### src/rtl/level_pkg.sv
// Shared level codes and fault-FSM encoding for the tank level path,
// plus the helpers that interpret a low/mid/high probe pattern.
package level_pkg;

    typedef enum logic [1:0] {
        LVL_EMPTY = 2'd0,
        LVL_LOW   = 2'd1,
        LVL_MID   = 2'd2,
        LVL_HIGH  = 2'd3
    } level_e;

    typedef enum logic [1:0] {
        FS_OK      = 2'd0,
        FS_SUSPECT = 2'd1,
        FS_FAULT   = 2'd2
    } fault_state_e;

    // Bit 0 = low, bit 1 = mid, bit 2 = high. Water cannot wet an upper
    // probe without wetting every probe below it.
    function automatic logic pattern_bad(input logic [2:0] f);
        return (f[1] & ~f[0]) | (f[2] & ~f[1]);
    endfunction

    function automatic level_e level_of(input logic [2:0] f);
        if (f[2])      return LVL_HIGH;
        else if (f[1]) return LVL_MID;
        else if (f[0]) return LVL_LOW;
        else           return LVL_EMPTY;
    endfunction

endpackage

### src/rtl/probe_debouncer.sv
// Two-flop synchroniser followed by a debouncer: the stable value flips only
// after DEBOUNCE_CYCLES consecutive disagreeing synchronised samples.
module probe_debouncer #(
    parameter int DEBOUNCE_CYCLES = 4
) (
    input  logic clk,
    input  logic reset,
    input  logic raw,
    output logic stable
);

    localparam int CW = $clog2(DEBOUNCE_CYCLES + 1);

    logic          sync1_q, sync1_d;
    logic          sync2_q, sync2_d;
    logic          stable_q, stable_d;
    logic [CW-1:0] cnt_q, cnt_d;

    always_comb begin
        sync1_d  = raw;
        sync2_d  = sync1_q;
        stable_d = stable_q;
        cnt_d    = '0;
        if (sync2_q != stable_q) begin
            // The disagreeing sample that completes the run flips the value.
            if (cnt_q == CW'(DEBOUNCE_CYCLES - 1)) begin
                stable_d = sync2_q;
            end else begin
                cnt_d = cnt_q + CW'(1);
            end
        end
    end

    always_ff @(posedge clk) begin
        if (reset) begin
            sync1_q  <= 1'b0;
            sync2_q  <= 1'b0;
            stable_q <= 1'b0;
            cnt_q    <= '0;
        end else begin
            sync1_q  <= sync1_d;
            sync2_q  <= sync2_d;
            stable_q <= stable_d;
            cnt_q    <= cnt_d;
        end
    end

    assign stable = stable_q;

endmodule

### src/rtl/level_sensor_conditioner.sv
// Conditions the three tank probes into registered low/mid/high flags and
// latches a fault (reported as a full tank) on a persistent impossible pattern.
module level_sensor_conditioner
    import level_pkg::*;
#(
    parameter int DEBOUNCE_CYCLES = 4,
    parameter int FAULT_CYCLES    = 8
) (
    input  logic       clk,
    input  logic       reset,
    input  logic       low_raw,
    input  logic       mid_raw,
    input  logic       high_raw,
    input  logic       fault_clear,
    output logic       low,
    output logic       mid,
    output logic       high,
    output logic [1:0] level,
    output logic       valid,
    output logic       fault
);

    localparam int FW = $clog2(FAULT_CYCLES + 1);
    localparam int SW = $clog2(DEBOUNCE_CYCLES + 4);

    logic [2:0]   raw_vec;
    logic [2:0]   deb;
    logic         deb_bad;

    fault_state_e  state_q, state_d;
    logic [FW-1:0] fcnt_q, fcnt_d;
    logic [2:0]    flags_q, flags_d;
    level_e        level_q, level_d;
    logic [SW-1:0] settle_q, settle_d;
    logic          valid_q, valid_d;

    assign raw_vec = {high_raw, mid_raw, low_raw};

    for (genvar gi = 0; gi < 3; gi++) begin : g_probe
        probe_debouncer #(
            .DEBOUNCE_CYCLES(DEBOUNCE_CYCLES)
        ) u_deb (
            .clk    (clk),
            .reset  (reset),
            .raw    (raw_vec[gi]),
            .stable (deb[gi])
        );
    end

    assign deb_bad = pattern_bad(deb);

    always_comb begin
        state_d = state_q;
        fcnt_d  = fcnt_q;
        flags_d = flags_q;
        case (state_q)
            FS_OK: begin
                if (deb_bad) begin
                    state_d = FS_SUSPECT;
                    fcnt_d  = FW'(1);
                end else begin
                    flags_d = deb;
                end
            end
            FS_SUSPECT: begin
                // Flags keep the last consistent pattern while we wait it out.
                if (!deb_bad) begin
                    state_d = FS_OK;
                    fcnt_d  = '0;
                end else if (fcnt_q == FW'(FAULT_CYCLES)) begin
                    state_d = FS_FAULT;
                    fcnt_d  = '0;
                    flags_d = 3'b111;
                end else begin
                    fcnt_d = fcnt_q + FW'(1);
                end
            end
            FS_FAULT: begin
                flags_d = 3'b111;
                if (fault_clear && !deb_bad) begin
                    state_d = FS_OK;
                    flags_d = deb;
                end
            end
            default: begin
                state_d = FS_OK;
                fcnt_d  = '0;
            end
        endcase
        level_d = level_of(flags_d);
    end

    always_comb begin
        settle_d = settle_q;
        valid_d  = valid_q;
        if (!valid_q) begin
            settle_d = settle_q + SW'(1);
            valid_d  = (settle_q == SW'(DEBOUNCE_CYCLES + 2));
        end
    end

    always_ff @(posedge clk) begin
        if (reset) begin
            state_q  <= FS_OK;
            fcnt_q   <= '0;
            flags_q  <= 3'b000;
            level_q  <= LVL_EMPTY;
            settle_q <= '0;
            valid_q  <= 1'b0;
        end else begin
            state_q  <= state_d;
            fcnt_q   <= fcnt_d;
            flags_q  <= flags_d;
            level_q  <= level_d;
            settle_q <= settle_d;
            valid_q  <= valid_d;
        end
    end

    assign low   = flags_q[0];
    assign mid   = flags_q[1];
    assign high  = flags_q[2];
    assign level = level_q;
    assign valid = valid_q;
    assign fault = (state_q == FS_FAULT);

endmodule
### config.mk
export PLATFORM = sky130hd
export DESIGN_NAME = level_sensor_conditioner
export DESIGN_NICKNAME = d
export VERILOG_FILES = /design/src/rtl/level_pkg.sv /design/src/rtl/probe_debouncer.sv /design/src/rtl/level_sensor_conditioner.sv
export SDC_FILE = /design/constraint.sdc
export NUM_CORES = 1
export LEC_CHECK = 0
export ABC_AREA = 1
export CAP_MARGIN = 15
export CORE_ASPECT_RATIO = 1.1
export CORE_UTILIZATION = 51
export DETAILED_ROUTE_END_ITERATION = 12
export PLACE_DENSITY = 0.77
export SETUP_SLACK_MARGIN = 0.3
export SKIP_LAST_GASP = 1
export SYNTH_ARGS = -nofsm -noshare
export SYNTH_HDL_FRONTEND = slang
export SYNTH_HIERARCHICAL = 1
export SYNTH_SLANG_ARGS = --single-unit
### constraint.sdc
create_clock -name clk -period 1.2 [get_ports clk]
set_input_delay 0.12 -clock clk [delete_from_list [all_inputs] [get_ports clk]]
set_output_delay 0.12 -clock clk [all_outputs]
set_load 0.005 [all_outputs]
==> flow_summary.yaml, run 1 <==
sta:
  setup_viol_count_final: 4
  tightest_slew_ns: 0.236
  hold_ws_ns: 0.303
  fin_crit_sh_pct: 104
  relSlewSlack_pct: 84.2
  fmax_mhz: 803
  tns_ns: -0.0778
  setup_ws_ns: -0.0446
  slew_viol_final: 0
  skew_ns: 0.0139
  min_period_ns: 1.24
  finalHoldViolations: 0
  rsz0062_at_grt: "true"
die:
  dieArea_sq_um: 3240
  row_count: 20
  io_pins: 13
  core_sq_um: 2800
  die_w_microns: 54.4
  fp.dieH_microns: 59.6
  start_util_pct: 54.9
critical_path:
  cpPeakStageDelay_ns: 0.38
  rr_startpoint: "g_probe[1].u_deb/stable"
  cp.arrival_ns: 1.49
  r2r_cells: 10
  crit_type: "flop to flop"
  rrSetupSlack_ns: -0.04
  start_kind: "flop"
  critPathSlowestCell: "dfxtp_4"
  timing.rr.end: "level[0]"
  cp.required_ns: 1.45
  path_max_fanout: 7
  end_kind: "flop"
  crit_path_frequent_cell: "nand2_1"
  worstPathCellList: "nand2_4 -> inv_4 -> nor2_8 -> nand2_1 -> nand2_1 -> nand2_1 -> nand2_1 -> nand2_2 -> nand3_2 -> nand2_1"
outcome:
  violations: "setup timing"
  outcome: "finished, violations left"
final_layout:
  post-route-util_pct: 78.5
  diodes: 0
  areaGrowthSynthToFinish_pct: 43.1
  final_nets: 258
  drive_gt1_share_pct: 47.5
  fin_area_sq_um: 2200
logic_synthesis:
  netlist_area_sq_um: 1540
  synth-edff-count: 0
  ys.flop_type: "dfxtp_1"
  syn_area_per_cell_sq_um: 7.65
  ys_ff_latch: 33
  syn_inst: 201
  syn-num-nets: 217
  ys_types: 26
  ys.warnings.count: 6
  synth-seq-area-share_pct: 43.0
  async_reset_ff_share_pct: 0
placement:
  dpl_cell_area_sq_um: 1900
  gp_congestion: 0.850
  port_buffers: 12
  dp_slack_ns: -0.0475
  dp_hpwl_mm: 2.36
global_routing:
  grt_pass1_vias: 1352
  grt_pass1_wl_mm: 5.33
  antenna_found_initial: 0
  grt_max_degree: 13
  grt_overflow: 0
  grt_usage_pct: 23.4
clock_tree:
  holdBufCountCts: 0
  numClockSinks: 33
  cts_root_buf: "clkbuf_4"
  clkTransAtPathRegs_ns: 0.10
  clock_latency_ns: 0.34
  numCtsBuffers: 5
  clock_path_buffers: 2
  cts_tree: "done"
  cts_htree_levels: 2
pwr:
  irDropWorstVdd_v: 0.000979
  p_sw_share_pct: 23.2
  combPwrFrac_pct: 6.9
  pwr-share-seq_pct: 59.8
  p_leak_uw: 0.000972
  p_int_uw: 1460
  switchingPower_uw: 441
  power_density_nw_per_um2: 864
  power_frac_clock_pct: 33.3
flow_run:
  maxCapViolCount: 0
hold_path:
  whs_path_depth: 3
  hold_start: "high_raw"
  whs_endpoint: "g_probe[2].u_deb/sync1_q"
  hp-class: "primary input to flop"
route:
  drt_first_pass_iters: 4
  post_drt_wl_per_cell_microns: 12.1
  routed_via_density: 5.05
  drc: 0
  drt-total-wl_mm: 3.32
  postRouteAntennaNets: 0
  vias: 1389
  drt-initial-drc-count: 19
layer usage:
layer | wire length [microns] | global-route usage, % | share of wire (%) | vias up
li1 | - | - | - | 701
met1 | 1340 | 23.5 | 40 | 643
met2 | 1770 | 42.3 | 53 | 35
met3 | 136 | 5.13 | 4.1 | 10
met4 | 74 | 13.9 | 2.2 | 0
met5 | 0 | 0 | 0 | -
state kept, by name (all words and copies together) (netlist names):
signal	flops
flags_q	3
valid	1
level	2
fcnt_q	4
state_q	2
g_probe.u_deb/cnt_q	9
g_probe.u_deb/sync2_q	3
settle_q	3
g_probe.u_deb/sync1_q	3
g_probe.u_deb/stable	3
layout by cell type (no fill, tap or decap), types with 2 or more instances in the layout:
cell	Yosys	routed
dfxtp_2	0	15
nor3_2	0	2
dfxtp_4	0	3
nor2_4	4	7
nand3_2	3	6
o21ai_0	6	3
inv_1	36	28
nand2_1	38	33
ha_4	0	9
a21oi_1	11	6
nor3_1	4	2
clkdlybuf4s50_1	0	5
clkbuf_4	0	5
nand2_2	2	4
nor2_1	28	21
nor2_2	3	7
o21ai_1	0	2
buf_2	0	6
dfxtp_1	33	15
buf_6	0	5
nand3_1	7	4
buf_4	0	18
inv_4	0	2
a21oi_2	1	5
inv_2	3	9
nand2_4	1	4
xnor2_1	2	2
power by group through the flow:
| stage | clock [uW] | combinational [uW] | sequential (uW) |
|---|---|---|---|
| 6_report | 632 | 131 | 1140 |
| 5_1_grt | 703 | 146 | 1140 |
| 4_1_cts | 651 | 103 | 1140 |
| 3_5_place_dp | 0 | 94.3 | 1160 |
| 3_3_place_gp | 0 | 87.8 | 1150 |
| 2_1_floorplan | 0 | 50.5 | 1150 |
final cells by class:
type / count / area [sq um]
fillers: 190 / 602
flip-flops and latches: 33 / 691
well taps: 33 / 41.3
repair buffers: 35 / 292
clock buffers: 7 / 55.1
inverters: 39 / 151
multi-input cells: 128 / 971
worst max path at each step:
stage / start / to / slack [ns] / cells after the start
2_1_floorplan: fcnt_q[1] / level[0] / 0.02 / 11
3_3_place_gp: fault_clear / level[0] / -0.03 / 8
3_5_place_dp: fcnt_q[0] / level[0] / -0.05 / 11
4_1_cts: fcnt_q[0] / level[0] / -0.03 / 11
5_1_grt: fcnt_q[1] / level[0] / -0.11 / 11
6_report: g_probe[1].u_deb/stable / level[0] / -0.04 / 10
metrics by stage:
stage / instances / total power [uW]
final: 275 / 1900
after detailed placement: 259 / 1250
after global routing: 275 / 1990
after global placement: 259 / 1240
after CTS: 271 / 1890
after floorplan: 201 / 1200
kinds of logic after synthesis:
| group | Yosys count | synth area share, % |
|---|---|---|
| AND/OR/NAND/NOR | 94 | 29.9 |
| flip-flops | 33 | 43.0 |
| XOR/XNOR | 2 | 1.14 |
| AO/OA/AOI/OAI | 22 | 8.06 |
| buffers and inverters | 40 | 9.76 |
| adder cells (fa/ha/maj) | 10 | 8.14 |
worst max-delay path, delay by kind of cell, from the launching register on:
| kind | cells | cell delay (ns) |
|---|---|---|
| buffers and inverters | 1 | 0.05 |
| DFF | 1 | 0.38 |
| and+or+nand+nor | 9 | 0.73 |
cells in the mapped netlist (4+ instances only):
cell type,count,area [sq um]
nand3_1,7,35.0
dfxtp_1,33,661
a21oi_1,11,55.1
o21ai_0,6,30.0
ha_1,10,125
inv_1,36,135
nor3_1,4,20.0
nand2_1,38,143
nor2_4,4,45.0
nor2_1,28,105
what timing repair did:
item | 4_1_cts | 5_1_grt
pin swaps | 17 | 14
endpoints found under the setup margin | 32 | 32
resized for setup | 55 | 30
buffers inserted | 5 | 4
No activity file was read; power rests on OpenSTA's default activity.
==> inputs of run 2 (changes only) <==
- CORE_ASPECT_RATIO: 1.1 -> not set
==> flow_summary.yaml, run 2 (synthesis results as in run 1) <==
sta:
  tightest_slew_ns: 0.267
  hold_ws_ns: 0.287
  slew_viol_final: 0
  min_period_ns: 1.25
  rsz0062_at_grt: "true"
  fin_crit_sh_pct: 104
  skew_ns: 0.00401
  relSlewSlack_pct: 82.1
  finalHoldViolations: 0
  setup_viol_count_final: 8
  fmax_mhz: 802
  setup_ws_ns: -0.0463
critical_path:
  cp.arrival_ns: 1.52
  start_kind: "flop"
  cp.required_ns: 1.47
  crit_type: "flop to flop"
  path_max_fanout: 7
  crit_start: "g_probe[2].u_deb/stable"
  worstPathCellList: "nor2_4 -> nor2_8 -> buf_4 -> a21oi_4 -> nand2_2 -> a21oi_2"
  r2r_cells: 6
  rr_startpoint: "g_probe[2].u_deb/stable"
  critPathSlowestCell: "dfxtp_4"
  cpPeakStageDelay_ns: 0.37
  end_kind: "flop"
  rrSetupSlack_ns: -0.05
route:
  vias: 1363
  routed_via_density: 4.97
  met2_length_mm: 1.52
  postRouteAntennaNets: 0
  wl_met1_mm: 1.43
  drt-initial-drc-count: 44
  top_layer: "met4"
  routed-wl-met3_microns: 101
  post_drt_wl_per_cell_microns: 11.4
  drt_first_pass_iters: 4
  drt-total-wl_mm: 3.14
  drc: 0
pwr:
  power_density_nw_per_um2: 865
  p_sw_share_pct: 24.3
  irDropWorstVdd_v: 0.000912
  combPwrFrac_pct: 6.4
  pwr-share-seq_pct: 61.5
  switchingPower_uw: 448
  power_frac_clock_pct: 32.1
  p_int_uw: 1400
  p_leak_uw: 0.000953
final_layout:
  diodes: 0
  final_nets: 258
  drive_gt1_share_pct: 44.0
  largest_register_ffs: 9
  reg_top3: "g_probe.u_deb/cnt_q: 9 flops, fcnt_q: 4 flops"
  final_cell_mix: "inv_1 (32), nand2_1 (30), nor2_1 (24)"
  areaGrowthSynthToFinish_pct: 38.6
  post-route-util_pct: 76.0
  top_register: "g_probe.u_deb/cnt_q"
  final_common_cell: "inv_1"
die:
  io_pins: 13
  start_util_pct: 54.8
  fp.dieH_microns: 56.9
  dieArea_sq_um: 3240
  core_sq_um: 2810
  die_w_microns: 56.9
  row_count: 19
global_routing:
  grt_pass1_vias: 1277
  grt_max_degree: 11
  grt_usage_pct: 21.5
  grt_overflow: 0
  grt_pass1_wl_mm: 5.31
  antenna_found_initial: 0
clock_tree:
  cts_htree_levels: 2
  cts_root_buf: "clkbuf_4"
  numCtsBuffers: 5
  clkTransAtPathRegs_ns: 0.10
  holdBufCountCts: 0
  clock_latency_ns: 0.33
  cts_tree: "done"
  numClockSinks: 33
  clock_path_buffers: 2
hold_path:
  hp-class: "primary input to flop"
  hold_start: "low_raw"
  whs_path_depth: 3
placement:
  port_buffers: 12
  dp_slack_ns: -0.0676
  dp_hpwl_mm: 2.22
  gp_congestion: 0.862
flow_run:
  maxCapViolCount: 0
outcome:
  outcome: "finished, violations left"
  violations: "setup timing"
-- run 2: routing by layer --
layer | global-route usage (%) | vias to the layer above
met5 | 0 | -
met4 | 9.76 | 0
met3 | 6.91 | 10
met2 | 36.8 | 17
met1 | 24.3 | 630
li1 | - | 706
-- run 2: path summary, 6_finish.rpt --
check	endpoint
min reg2reg	g_probe[0].u_deb/sync2_q
max	fcnt_q[1]
max reg2reg	fcnt_q[1]
min	g_probe[0].u_deb/sync1_q
-- run 2: what timing repair did --
item / CTS / global route
buffers inserted: 4 / 4
hold endpoints to repair: 0 / 0
setup endpoints to repair: 31 / 32
pin swaps: 13 / 16
resized for setup: 48 / 18
-- run 2: critical path, delay by kind of cell (launching register included) --
family / cells / cell delay [ns]
buf+inv: 1 / 0.14
flops: 1 / 0.37
simple gates: 3 / 0.34
compound gates: 2 / 0.34
-- run 2: area by class of cell --
| cell class | count | area (sq um) |
|---|---|---|
| timing repair buffer | 35 | 265 |
| fill | 191 | 673 |
| clock inverter | 2 | 10.0 |
| tap | 31 | 38.8 |
| clock buffer | 6 | 41.3 |
| multi-input combinational | 128 | 937 |
| sequential | 33 | 691 |
| inverter | 39 | 149 |
-- run 2: through the flow --
| step | TNS [ns] | power, uW | cell area [sq um] | cells |
|---|---|---|---|---|
| after floorplan | 0 | 1200 | 1640 | 201 |
| after detailed placement | -0.296 | 1250 | 1910 | 258 |
| after global placement | -0.0621 | 1240 | 1910 | 258 |
| after global routing | -1.06 | 1930 | 2130 | 274 |
| after CTS | -0.0527 | 1850 | 2040 | 270 |
| final | -0.267 | 1840 | 2130 | 274 |
-- run 2: power groups by stage --
stage | clock network, uW | registers (uW) | logic, uW
2_1_floorplan | 0 | 1150 | 50.5
3_3_place_gp | 0 | 1150 | 90.3
3_5_place_dp | 0 | 1160 | 97.7
4_1_cts | 617 | 1130 | 102
5_1_grt | 665 | 1140 | 132
6_report | 592 | 1130 | 119
